`src/rtl/shift_right_seq_pkg.sv`:
```
// Shared types and constants for the sequential right shifter.
// The build option SHIFT_RIGHT_SEQ_SKIP_EN is consumed by shift_right_seq.sv.
package shift_right_seq_pkg;

  localparam int DATA_W     = 32;
  localparam int SHAMT_W    = 5;
  localparam int NUM_STAGES = 5;

  // Shift distance applied by stage k; stage k is controlled by shamt[SHAMT_W-1-k].
  localparam int STAGE_DIST [NUM_STAGES] = '{16, 8, 4, 2, 1};

  // Single-hot mask of the shamt bit that controls stage 0.
  localparam logic [SHAMT_W-1:0] STAGE0_BIT = {1'b1, {(SHAMT_W-1){1'b0}}};

  typedef enum logic [1:0] {
    IDLE  = 2'd0,
    SHIFT = 2'd1,
    DONE  = 2'd2
  } state_t;

  // Index of the first stage whose control bit is set (highest shamt bit first).
  // Returns 0 for an all-zero mask; callers never use it in that case.
  function automatic logic [2:0] lead_stage(input logic [SHAMT_W-1:0] m);
    lead_stage = 3'd0;
    for (int k = NUM_STAGES - 1; k >= 0; k--) begin
      if (m[SHAMT_W-1-k]) lead_stage = 3'(k);
    end
  endfunction

endpackage

```
`src/rtl/shift_right_seq_if.sv`:
```
// Request/result bundle of the sequential right shifter.
// master drives the request side, slave is the shifter itself.
interface shift_right_seq_if;
  import shift_right_seq_pkg::*;

  logic               start;
  logic [DATA_W-1:0]  data_in;
  logic [SHAMT_W-1:0] shamt;
  logic               arith;
  logic               busy;
  logic               done;
  logic [DATA_W-1:0]  data_out;

  modport master (
    output start, data_in, shamt, arith,
    input  busy, done, data_out
  );

  modport slave (
    input  start, data_in, shamt, arith,
    output busy, done, data_out
  );

endinterface

```
`src/rtl/shift_right_stage.sv`:
```
// One fixed-distance right-shift stage: shift by DIST with the given fill
// bit when enabled, otherwise pass the operand through unchanged.
module shift_right_stage
  import shift_right_seq_pkg::*;
#(
  parameter int DIST = 1
) (
  input  logic [DATA_W-1:0] in,
  input  logic              en,
  input  logic              fill,
  output logic [DATA_W-1:0] out
);

  assign out = en ? {{DIST{fill}}, in[DATA_W-1:DIST]} : in;

endmodule

```
`src/rtl/shift_right_seq.sv`:
```
// Sequential barrel shifter: one binary-weighted stage (16,8,4,2,1) per clock.
// Build option SHIFT_RIGHT_SEQ_SKIP_EN: stages whose shamt bit is 0 take no
// cycle, so latency equals popcount(shamt) and shamt=0 finishes at acceptance.
// Results are identical with and without the option.
module shift_right_seq
  import shift_right_seq_pkg::*;
(
  input  logic               clock,
  input  logic               resetn,
  shift_right_seq_if.slave   bus
);

  state_t             state, state_nx;
  logic [DATA_W-1:0]  work;
  logic [SHAMT_W-1:0] shamt_q;
  logic               fill_q;
  logic [2:0]         cnt;
  logic [DATA_W-1:0]  dout_q;
  logic               done_q;
  logic               busy_q;

  logic [2:0]         stage_sel;
  logic [SHAMT_W-1:0] stage_bit;
  logic               stage_en;
  logic               last_stage;
  logic [DATA_W-1:0]  stage_out [NUM_STAGES];
  logic [DATA_W-1:0]  sel_out;

  // Choose which stage acts this cycle and whether it is the final one.
  always_comb begin
`ifdef SHIFT_RIGHT_SEQ_SKIP_EN
    stage_sel  = lead_stage(shamt_q);
    stage_bit  = STAGE0_BIT >> stage_sel;
    last_stage = (shamt_q & ~stage_bit) == '0;
`else
    stage_sel  = cnt;
    stage_bit  = STAGE0_BIT >> stage_sel;
    last_stage = (cnt == 3'(NUM_STAGES - 1));
`endif
    stage_en   = |(shamt_q & stage_bit);
  end

  for (genvar g = 0; g < NUM_STAGES; g++) begin : g_stage
    shift_right_stage #(.DIST(STAGE_DIST[g])) u_stage (
      .in   (work),
      .en   (stage_en),
      .fill (fill_q),
      .out  (stage_out[g])
    );
  end

  // Route the output of the active stage to the working register.
  always_comb begin
    // NOTE: every always_comb output gets a default first so no path leaves it unassigned (no latch).
    sel_out = work;
    case (stage_sel)
      3'd0:    sel_out = stage_out[0];
      3'd1:    sel_out = stage_out[1];
      3'd2:    sel_out = stage_out[2];
      3'd3:    sel_out = stage_out[3];
      3'd4:    sel_out = stage_out[4];
      default: sel_out = work;
    endcase
  end

  // State register.
  always_ff @(posedge clock or negedge resetn) begin
    // NOTE: sequential state uses non-blocking assignments so every flop samples pre-edge values.
    if (!resetn) state <= IDLE;
    else         state <= state_nx;
  end

  // Next-state logic: start is only looked at in IDLE.
  always_comb begin
    state_nx = state;
    case (state)
      IDLE: begin
        if (bus.start) begin
`ifdef SHIFT_RIGHT_SEQ_SKIP_EN
          state_nx = (bus.shamt == '0) ? DONE : SHIFT;
`else
          state_nx = SHIFT;
`endif
        end
      end
      SHIFT:   if (last_stage) state_nx = DONE;
      DONE:    state_nx = IDLE;
      default: state_nx = IDLE;
    endcase
  end

  // Datapath and registered status outputs.
  always_ff @(posedge clock or negedge resetn) begin
    // NOTE: datapath registers are reset too, since data_out=0 after reset is visible at the port.
    if (!resetn) begin
      work    <= '0;
      shamt_q <= '0;
      fill_q  <= 1'b0;
      cnt     <= '0;
      dout_q  <= '0;
      done_q  <= 1'b0;
      busy_q  <= 1'b0;
    end else begin
      done_q <= (state_nx == DONE);
      busy_q <= (state_nx != IDLE);
      case (state)
        IDLE: begin
          if (bus.start) begin
            work    <= bus.data_in;
            shamt_q <= bus.shamt;
            fill_q  <= bus.arith & bus.data_in[DATA_W-1];
            cnt     <= '0;
`ifdef SHIFT_RIGHT_SEQ_SKIP_EN
            if (bus.shamt == '0) dout_q <= bus.data_in;
`endif
          end
        end
        SHIFT: begin
          work <= sel_out;
          cnt  <= cnt + 3'd1;
`ifdef SHIFT_RIGHT_SEQ_SKIP_EN
          shamt_q <= shamt_q & ~stage_bit;
`endif
          if (last_stage) dout_q <= sel_out;
        end
        default: ;
      endcase
    end
  end

  assign bus.busy     = busy_q;
  assign bus.done     = done_q;
  assign bus.data_out = dout_q;

endmodule

```
`src/flat_wrapper.sv`:
```
// flat-port wrapper written by rule: the top's interface ports become plain ports
module shift_right_seq_flat import shift_right_seq_pkg::*;
  (clock, resetn, bus_start, bus_data_in, bus_shamt, bus_arith, bus_busy, bus_done, bus_data_out);
  shift_right_seq_if bus_i ();
  input  logic clock;
  input  logic resetn;
  input wire logic [$bits(bus_i.start)-1:0] bus_start;
  input wire logic [$bits(bus_i.data_in)-1:0] bus_data_in;
  input wire logic [$bits(bus_i.shamt)-1:0] bus_shamt;
  input wire logic [$bits(bus_i.arith)-1:0] bus_arith;
  output wire logic [$bits(bus_i.busy)-1:0] bus_busy;
  output wire logic [$bits(bus_i.done)-1:0] bus_done;
  output wire logic [$bits(bus_i.data_out)-1:0] bus_data_out;
  assign bus_i.start = bus_start;
  assign bus_i.data_in = bus_data_in;
  assign bus_i.shamt = bus_shamt;
  assign bus_i.arith = bus_arith;
  assign bus_busy = bus_i.busy;
  assign bus_done = bus_i.done;
  assign bus_data_out = bus_i.data_out;
  shift_right_seq u_core (.clock(clock), .resetn(resetn), .bus(bus_i));
endmodule
```
`config.mk`:
```
export PLATFORM = sky130hd
export DESIGN_NAME = shift_right_seq_flat
export DESIGN_NICKNAME = d
export VERILOG_FILES = /design/src/rtl/shift_right_seq_pkg.sv /design/src/rtl/shift_right_seq_if.sv /design/src/rtl/shift_right_stage.sv /design/src/rtl/shift_right_seq.sv /design/src/flat_wrapper.sv
export SDC_FILE = /design/constraint.sdc
export NUM_CORES = 1
export LEC_CHECK = 0
export ABC_AREA = 1
export CORE_AREA = 2 2 122 124
export CTS_CLUSTER_SIZE = 14
export DETAILED_ROUTE_END_ITERATION = 10
export DIE_AREA = 0 0 124 126
export MAX_ROUTING_LAYER = met4
export PLACE_DENSITY_LB_ADDON = 0.15
export SYNTH_ARGS = -nofsm -noshare
export SYNTH_HDL_FRONTEND = slang
export SYNTH_HIERARCHICAL = 1
export SYNTH_SLANG_ARGS = --single-unit
```
`constraint.sdc`:
```
create_clock -name clock -period 5.16 [get_ports clock]
set_input_delay 1.548 -clock clock [delete_from_list [all_inputs] [get_ports clock]]
set_output_delay 1.548 -clock clock [all_outputs]
set_load 0.03 [all_outputs]
```
==> flow_metrics.tcl, run 1 <==
set metrics [dict create \
    ff2ff_path_depth 18 \
    antenna_cells 0 \
    cts_tree "done" \
    start_util_pct 49.1 \
    multi_input_area_um2 4390 \
    hold_violations 0 \
    cts_sinks 77 \
    synth_seq_area_share_pct 27.4 \
    globalRouteTotalUtil_pct 31.6 \
    die_h_um 126 \
    die_w_um 124 \
    slowest_stage "inv_2" \
    yosysMostFrequentCell "nand2_1" \
    reg2reg_setup_slack_ns 1.53 \
    syn_inst 1278 \
    n_fill_cell 1470 \
    regArea_um2 1930 \
    status "finished, final reports clean" \
    tightest_slew_ns 1.08 \
    dr.first_iter.drc_count 943 \
    dr.pass1.iters 6 \
    cts_buffers 9 \
    cts_root_buf "clkbuf_16" \
    finalNonFillerCells 1487 \
    worstSetupStartpointType "register" \
    regToRegStartpoint "u_core/cnt[0]$_DFFE_PN0P_" \
    grt_pass1_vias 6754 \
    post-cts-setup-buffers 0 \
    drv_cap 0 \
    cp_common_cell "nand2_1" \
    core-area_um2 14300 \
    fin_setup_tns_ns 0 \
    async_flop_share_pct 100 \
    postRouteAntennaNets 0 \
    drv_slew 0 \
    drc 0 \
    synthesis.area_um2 7030 \
    ys_types 26 \
    synth_top_area_share_pct 48.4 \
    port-buffer-count 74 \
    fin_skew_ns 0.00863 \
    yosysWarnings 6 \
    dp.final_hpwl_mm 14.5 \
    synth_fp_nets 1324 \
    globalRouteOverflowTotal 0 \
    htreeDepth 3 \
    avgSynthCellArea_um2 5.50 \
    arrival_ns 3.92 \
    rows 44 \
    fin_crit_ns 3.63 \
    viasPerCell 5.25 \
    worst-setup-path-type "register to register" \
    ctsHoldBuffers 0 \
    cpPeakStageDelay_ns 0.55 \
    hp-class "register to register" \
    vias 7813 \
    drt-wirelength-per-cell_um 15.6 \
    ctsResizeCount 0 \
    synth_commonest_cells "nand2_1, dfrtp_1, nand3_1" \
    max_slew_margin_pct 28.0 \
    required_ns 5.44 \
    layout-drive-gt1-share_pct 6.06 \
    synthToLayoutAreaGrowth_pct 11.8 \
    holdPathStages 2 \
    postLayoutCellArea_um2 7860 \
    synthTopCellsByArea "nand2_1, dfrtp_1, nand4_1, nand3_1, nand2_2" \
    synth_edf_count 0 \
    fin_nets 1345 \
    setup_viol 0 \
    synth_ff_type "dfrtp_1" \
    yosys.area.top_type "nand2_1" \
    timing.critical_path.to "u_core/work[15]$_DFFE_PN0P_" \
    rsz0062_at_grt "no" \
    grt_antenna_before_repair 0 \
    clk_pin_slew_ns 0.06 \
    gp_congestion 0.893 \
    critPathMaxFanout 56 \
    grt_pass1_wl_mm 37.4 \
    io_pins 75 \
    r2r_end "u_core/work[15]$_DFFE_PN0P_" \
    placedCellCount 1472 \
    wl_mm 23.3 \
    cts_buffer_depth 2 \
    cp_cell_sequence "inv_1 > ha_1 > nand2_1 > inv_2 > nand2_1 > nand2_1 > a21oi_1 > nand3_4 > buf_4 > buf_4 > nand2_1 > nand2_1 > nand2_1 > nand2_1 > nor2_1 > nand3_1 > nand2_1 > nand2_1" \
    placedInstanceArea_um2 7560 \
    cp-end-kind "register" \
    grt_max_degree 78 \
    critPathLaunch "u_core/cnt[0]$_DFFE_PN0P_" \
    clkLatencyLatePin_ns 0.34 \
    dieArea_um2 15600 \
    ys_seq_elements 77 \
    fin_crit_sh_pct 70.4 \
    fmax_mhz 275 \
]
[metrics by stage]
| step | worst slack (ns) | hold WS (ns) | utilization [%] |
|---|---|---|---|
| finish | 1.53 | 0.477 | 54.9 |
| global route | 1.22 | 0.500 | 54.9 |
| CTS | 1.59 | 0.480 | 54.9 |
| detailed placement | 1.61 | 0.467 | 52.8 |
| global placement | 1.65 | 0.466 | 52.8 |
| floorplan | 2.44 | 0.442 | - |
[sequential cells by signal, indices dropped and copies added, names as in the netlist]
| signal | count |
|---|---|
| u_core/fill_q | 1 |
| u_core/bus.data_out | 32 |
| u_core/bus.done | 1 |
| u_core/work | 32 |
| u_core/cnt | 3 |
| u_core/state | 2 |
| u_core/shamt_q | 5 |
| u_core/bus.busy | 1 |
[cells in the final DEF (no fill, tap or decap), types with 8 or more instances in the layout]
cell,instances
nand3_1,43
dfrtp_1,77
inv_1,31
buf_4,11
nand2_2,35
nand2_1,906
clkbuf_16,9
inv_2,8
nand4_1,36
nor2_1,41
clkdlybuf4s50_1,73
[cell type report]
| class | instances | area share, % |
|---|---|---|
| Clock buffer | 11 | 3.09 |
| Clock inverter | 4 | 0.717 |
| Inverter | 46 | 2.45 |
| Multi-Input combinational cell | 1081 | 55.9 |
| Sequential cell | 77 | 24.5 |
| Tap cell | 184 | 2.93 |
| Timing Repair Buffer | 84 | 10.4 |
[cell families after synthesis]
group / after synthesis / share of synthesized area (%)
compound gates: 7 / 0.516
fa+ha+maj: 5 / 0.890
simple gates: 1069 / 60.9
buf+inv: 120 / 10.3
flops: 77 / 27.4
[how the worst min path moves through the flow]
stage | from | to | slack (ns)
2_1_floorplan | u_core/shamt_q[4]$_DFFE_PN0P_ | u_core/shamt_q[4]$_DFFE_PN0P_ | 0.44
3_3_place_gp | u_core/bus.data_out[1]$_DFFE_PN0P_ | u_core/bus.data_out[1]$_DFFE_PN0P_ | 0.47
5_1_grt | u_core/bus.data_out[30]$_DFFE_PN0P_ | u_core/bus.data_out[30]$_DFFE_PN0P_ | 0.50
6_report | u_core/bus.data_out[30]$_DFFE_PN0P_ | u_core/bus.data_out[30]$_DFFE_PN0P_ | 0.48
4_1_cts | u_core/bus.data_out[30]$_DFFE_PN0P_ | u_core/bus.data_out[30]$_DFFE_PN0P_ | 0.48
3_5_place_dp | u_core/bus.data_out[30]$_DFFE_PN0P_ | u_core/bus.data_out[30]$_DFFE_PN0P_ | 0.47
[worst max-delay path, delay by kind of cell (launching register included)]
kind | cells | cell delay, ns
and+or+nand+nor | 12 | 1.18
DFF | 1 | 0.43
adders and majority gates | 1 | 0.20
buffers and inverters | 4 | 1.65
AOI/OAI and AO/OA | 1 | 0.06
[layer usage]
layer | wire [um] | GRT usage [%]
met1 | 10800 | 48.4
met2 | 9720 | 41.5
met3 | 2430 | 7.43
met4 | 318 | 7.93
met5 | 0 | -
Power of run 1 is left out: the tool's default activity adds up to more than one toggle a clock period on the data nets, which glitch-free logic cannot reach.
==> run 2: changes to the inputs <==
==> constraint.sdc (replaced) <==
create_clock -name clock -period 3.11 [get_ports clock]
set_input_delay 0.933 -clock clock [delete_from_list [all_inputs] [get_ports clock]]
set_output_delay 0.933 -clock clock [all_outputs]
set_load 0.03 [all_outputs]
==> run 2 against run 1 <==
Setup slack got worse by 1.1 ns. First-iteration DRC count down 1.7%. Routed wire length shrank 0.34%. Cell count up 1.0%. Global-route usage grew 0.48 points. Die area stayed put. Clock skew decreased by 0.0024 ns. Sequential share of layout area is 0.41 points lower. Sequential cell count unchanged. Highest routed layer unchanged. Design area increased by 1.7%.
==> flow_metrics.tcl, run 2 (synthesis results as in run 1) <==
set metrics [dict create \
    cts_sinks 77 \
    ctsHoldBuffers 0 \
    cp_num_buf_inv 3 \
    gp_congestion 0.863 \
    grt_pass1_wl_mm 38.3 \
    io_pins 75 \
    cts_buffers 9 \
    antenna_cells 0 \
    fin_skew_ns 0.00623 \
    placedInstanceArea_um2 7670 \
    clk_pin_slew_ns 0.06 \
    r2r_end "u_core/work[17]$_DFFE_PN0P_" \
    cts_root_buf "clkbuf_16" \
    hp-class "register to register" \
    postLayoutCellArea_um2 7990 \
    fin_crit_ns 2.70 \
    cts_tree "done" \
    cp_cell_sequence "inv_1 > ha_1 > nand2_1 > inv_2 > nand2_1 > nand2_1 > a21oi_1 > nand3_4 > buf_4 > nand2_1 > nand2_1 > nand2_1 > nand2_1 > nor2_1 > nand3_1 > nand2_1 > nand2_1" \
    ff2ff_path_depth 17 \
    final_common_cell "nand2_1" \
    globalRouteOverflowTotal 0 \
    holdPathEnd "u_core/bus.data_out[4]$_DFFE_PN0P_" \
    cpPeakStageDelay_ns 0.41 \
    worstSetupStartpointType "register" \
    globalRouteTotalUtil_pct 32.1 \
    rsz0062_at_grt "no" \
    n_fill_cell 1480 \
    slowest_stage "dfrtp_1" \
    ctsResizeCount 0 \
    grt.met1_usage_pct 49.9 \
    critPathMaxFanout 47 \
    hold_violations 0 \
    crit_family "simple AND/OR/NAND/NOR gates" \
    cts_buffer_depth 2 \
    clkLatencyLatePin_ns 0.34 \
    postRouteAntennaNets 0 \
    min_from "u_core/bus.data_out[4]$_DFFE_PN0P_" \
    core-area_um2 14300 \
    dieArea_um2 15600 \
    vias 7834 \
    fin_crit_sh_pct 86.8 \
    fin_nets 1359 \
    port-buffer-count 74 \
    arrival_ns 2.93 \
    cp-end-kind "register" \
    layout-drive-gt1-share_pct 7.13 \
    max_slew_margin_pct 57.0 \
    drc 0 \
    top_usage_layer "met1" \
    cp_common_cell "nand2_1" \
    grt_util_met2_pct 43.6 \
    grt_antenna_before_repair 0 \
    start_util_pct 49.1 \
    holdPathStages 2 \
    status "finished, final reports clean" \
    dr.pass1.iters 5 \
    tightest_slew_ns 0.645 \
    critPathLaunch "u_core/cnt[0]$_DFFE_PN0P_" \
    drv_slew 0 \
    viasPerCell 5.22 \
    drt-wirelength-per-cell_um 15.4 \
    synthToLayoutAreaGrowth_pct 13.7 \
    dp.final_hpwl_mm 14.9 \
    wl_mm 23.2 \
    htreeDepth 3 \
    fin_setup_tns_ns 0 \
    die_w_um 124 \
    worst-setup-path-type "register to register" \
    reg2reg_setup_slack_ns 0.41 \
    fmax_mhz 370 \
    grt_pass1_vias 7046 \
    mostFrequentLayoutCells "nand2_1, dfrtp_1, clkdlybuf4s50_1, nand3_1, nor2_1" \
    die_h_um 126 \
    regToRegStartpoint "u_core/cnt[0]$_DFFE_PN0P_" \
    dr.first_iter.drc_count 927 \
    grt_max_degree 48 \
    rows 44 \
    finish.utilization_pct 55.8 \
    drv_cap 0 \
    post-cts-setup-buffers 0 \
    setup_viol 0 \
    required_ns 3.34 \
    met3_usage_pct 5.12 \
]
[run 2: cell types whose count changed in the layout (fill, tap and decap cells not counted)]
cell	change
clkinv_2	+2
inv_6	-2
clkinv_4	+1
buf_4	+13
bufinv_16	+1
buf_12	+1
clkbuf_8	-1
[run 2: metrics by stage]
step | setup slack [ns] | hold slack [ns] | instances
5_1_grt | 0.148 | 0.510 | 1502
3_5_place_dp | 0.490 | 0.464 | 1486
4_1_cts | 0.470 | 0.483 | 1502
6_report | 0.410 | 0.477 | 1502
2_1_floorplan | 0.395 | 0.442 | 1278
3_3_place_gp | 0.560 | 0.464 | 1486
[run 2: worst min-delay path, cell delays in order (launching register included)]
cell and delay (ns):
dfrtp_1 0.34, nand2_1 0.05, nand2_1 0.06
[run 2: final cells by class]
type,count,area (um^2),share of cell area (%)
timing repair buffer,98,931,11.6
clock inverter,6,87.6,1.10
tap,184,230,2.88
multi-input combinational,1081,4390,55.0
sequential,77,1930,24.1
inverter,46,193,2.41
clock buffer,10,229,2.87
[run 2: worst max-delay path by stage]
stage                                          endpoint  slack (ns)  cells after the start
floorplan                   u_core/work[11]$_DFFE_PN0P_        0.39                     18
global placement     u_core/bus.data_out[8]$_DFFE_PN0P_        0.56                     18
detailed placement   u_core/bus.data_out[4]$_DFFE_PN0P_        0.49                     17
CTS                  u_core/bus.data_out[8]$_DFFE_PN0P_        0.47                     18
global route        u_core/bus.data_out[16]$_DFFE_PN0P_        0.15                     17
finish                      u_core/work[17]$_DFFE_PN0P_        0.41                     17
[run 2: per-layer routing]
| layer | share of wire (%) | up-vias |
|---|---|---|
| li1 | - | 3936 |
| met1 | 48 | 3536 |
| met2 | 42 | 342 |
| met3 | 8.4 | 20 |
| met4 | 0.97 | 0 |
| met5 | 0 | - |
Power of run 2 is left out for the same reason.
==> run 3: changes to the inputs <==
--- a/config.mk
+++ b/config.mk
@@ -6,10 +6,12 @@
 export NUM_CORES = 1
 export LEC_CHECK = 0
 export ABC_AREA = 1
-export CORE_AREA = 2 2 122 124
+export CELL_PAD_IN_SITES_DETAIL_PLACEMENT = 1
+export CELL_PAD_IN_SITES_GLOBAL_PLACEMENT = 2
+export CORE_AREA = 2 2 157 159
 export CTS_CLUSTER_SIZE = 14
 export DETAILED_ROUTE_END_ITERATION = 10
-export DIE_AREA = 0 0 124 126
+export DIE_AREA = 0 0 159 161
 export MAX_ROUTING_LAYER = met4
 export PLACE_DENSITY_LB_ADDON = 0.15
 export SYNTH_ARGS = -nofsm -noshare
==> constraint.sdc (replaced) <==
create_clock -name clock -period 2.6 [get_ports clock]
set_input_delay 0.78 -clock clock [delete_from_list [all_inputs] [get_ports clock]]
set_output_delay 0.78 -clock clock [all_outputs]
set_load 0.03 [all_outputs]
==> run 3 against run 2 <==
Global-route usage decreased by 9.2 points. Sequential share of layout area decreased by 1.2 points. Register-to-register slack got worse by 0.25 ns. Critical path depth increased by 1. Non-clock buffer count increased by 12. Setup slack got worse by 0.25 ns. Highest routed layer unchanged.
==> flow_metrics.tcl, run 3 (synthesis results as in run 1) <==
set metrics [dict create \
    viasPerCell 4.75 \
    grt_max_degree 41 \
    antenna_cells 0 \
    worst-setup-path-type "register to register" \
    cp_common_cell "nand2_1" \
    hp-class "input port to asynchronous set/reset pin" \
    ff2ff_path_depth 18 \
    setup_viol 0 \
    cts_sinks 77 \
    required_ns 2.85 \
    drc 0 \
    cp_num_buf_inv 4 \
    vias 7861 \
    tightest_slew_ns 0.713 \
    port-buffer-count 74 \
    grt_antenna_before_repair 0 \
    synthToLayoutAreaGrowth_pct 19.7 \
    status "finished, final reports clean" \
    dr.first_iter.drc_count 381 \
    dp.final_hpwl_mm 18.1 \
    n_fill_cell 3293 \
    ctsHoldBuffers 0 \
    cp-end-kind "register" \
    grt_pass1_wl_mm 45.2 \
    dieArea_um2 25600 \
    fin_crit_ns 2.44 \
    core-area_um2 24000 \
    clkLatencyLatePin_ns 0.36 \
    cts_root_buf "clkbuf_16" \
    slowest_stage "dfrtp_1" \
    arrival_ns 2.68 \
    final_common_cell "nand2_1" \
    drt-wirelength-per-cell_um 16.8 \
    critPathMaxFanout 10 \
    rows 57 \
    hold_violations 0 \
    cp_cell_sequence "inv_1 > ha_1 > nand2_2 > inv_2 > nand2_1 > nand2_1 > a21oi_2 > nand3_4 > buf_4 > buf_4 > nand2_1 > nand2_1 > nand3_1 > nand2_1 > nor2_4 > nand4_1 > nand2_1 > nand2_1" \
    gp_congestion 0.823 \
    die_w_um 159 \
    drv_slew 0 \
    rsz0062_at_grt "yes" \
    wl_mm 27.7 \
    dr.pass1.iters 5 \
    io_pins 75 \
    layout-drive-gt1-share_pct 9.10 \
    htreeDepth 3 \
    die_h_um 161 \
    grt_util_met2_pct 38.8 \
    fmax_mhz 411 \
    fin_nets 1371 \
    fin_crit_sh_pct 93.7 \
    max_slew_margin_pct 52.4 \
    cts_buffer_depth 2 \
    crit_family "simple AND/OR/NAND/NOR gates" \
    cpPeakStageDelay_ns 0.37 \
    cts_buffers 9 \
    met3_usage_pct 1.93 \
    fin_skew_ns 0.0120 \
    grt_pass1_vias 8140 \
    regToRegStartpoint "u_core/cnt[1]$_DFFE_PN0P_" \
    cts_tree "done" \
    mostFrequentLayoutCells "nand2_1, dfrtp_1, clkdlybuf4s50_1, nand3_1, nand2_2" \
    start_util_pct 29.3 \
    grt.met1_usage_pct 29.9 \
    finish.utilization_pct 35.1 \
    postRouteAntennaNets 0 \
    globalRouteTotalUtil_pct 22.9 \
    worstSetupStartpointType "register" \
    r2r_end "u_core/work[20]$_DFFE_PN0P_" \
    clk_pin_slew_ns 0.07 \
    globalRouteOverflowTotal 0 \
    drv_cap 0 \
    top_usage_layer "met2" \
    reg2reg_setup_slack_ns 0.16 \
]
-- run 3: cell types whose count changed in the layout (fill, tap and decap cells not counted), sizes merged --
cell | before | now
clkinv | 8 | 5
clkbuf | 10 | 9
buf | 25 | 37
bufinv | 2 | 0
clkinvlp | 0 | 2
inv | 42 | 46
-- run 3: worst max-delay path by stage --
stage	slack, ns	cells after the start	from	endpoint
2_1_floorplan	0.09	18	u_core/cnt[2]$_DFFE_PN0P_	u_core/work[11]$_DFFE_PN0P_
3_3_place_gp	0.08	17	u_core/cnt[1]$_DFFE_PN0P_	u_core/work[31]$_DFFE_PN0P_
3_5_place_dp	-0.02	17	u_core/cnt[1]$_DFFE_PN0P_	u_core/work[31]$_DFFE_PN0P_
4_1_cts	0.0003	18	u_core/cnt[1]$_DFFE_PN0P_	u_core/bus.data_out[10]$_DFFE_PN0P_
5_1_grt	-0.01	18	u_core/cnt[1]$_DFFE_PN0P_	u_core/work[20]$_DFFE_PN0P_
6_report	0.16	18	u_core/cnt[1]$_DFFE_PN0P_	u_core/work[20]$_DFFE_PN0P_
-- run 3: what timing repair did --
item                                    CTS  global route
buffers inserted                          1             3
pin swaps                                 1             1
resized for setup                         1            27
endpoints found under the setup margin    3            64
-- run 3: worst reg2reg max path, delay by kind of cell (launching register included) --
| kind | cells | cell delay (ns) |
|---|---|---|
| adders and majority gates | 1 | 0.23 |
| buffers and inverters | 4 | 0.49 |
| AOI/OAI and AO/OA | 1 | 0.15 |
| and+or+nand+nor | 12 | 1.08 |
| DFF | 1 | 0.37 |
-- run 3: routing by layer --
layer	share of wire [%]	routed length [um]	up-vias
li1	-	-	3964
met1	49	13700	3775
met2	47	13200	106
met3	2.2	600	16
met4	1.0	282	0
met5	0	0	-
-- run 3: cell type report --
type	instances	area [um^2]	area share (%)
Tap cell	324	405	4.82
Multi-Input combinational cell	1081	4450	52.9
Clock inverter	7	63.8	0.759
Timing Repair Buffer	110	1140	13.6
Clock buffer	9	225	2.68
Inverter	46	200	2.38
Sequential cell	77	1930	22.9
-- run 3: through the flow --
stage / instances / hold WS [ns] / TNS (ns) / worst slack, ns / cell area (um^2)
2_1_floorplan: 1278 / 0.442 / 0 / 0.0878 / 7030
3_3_place_gp: 1635 / 0.463 / 0 / 0.0835 / 8010
3_5_place_dp: 1635 / 0.467 / -0.0305 / -0.0168 / 8010
4_1_cts: 1652 / 0.300 / 0 / 0.000280 / 8300
5_1_grt: 1654 / 0.312 / -0.0289 / -0.0130 / 8410
6_report: 1654 / 0.302 / 0 / 0.165 / 8410
Power of run 3 is left out for the same reason.
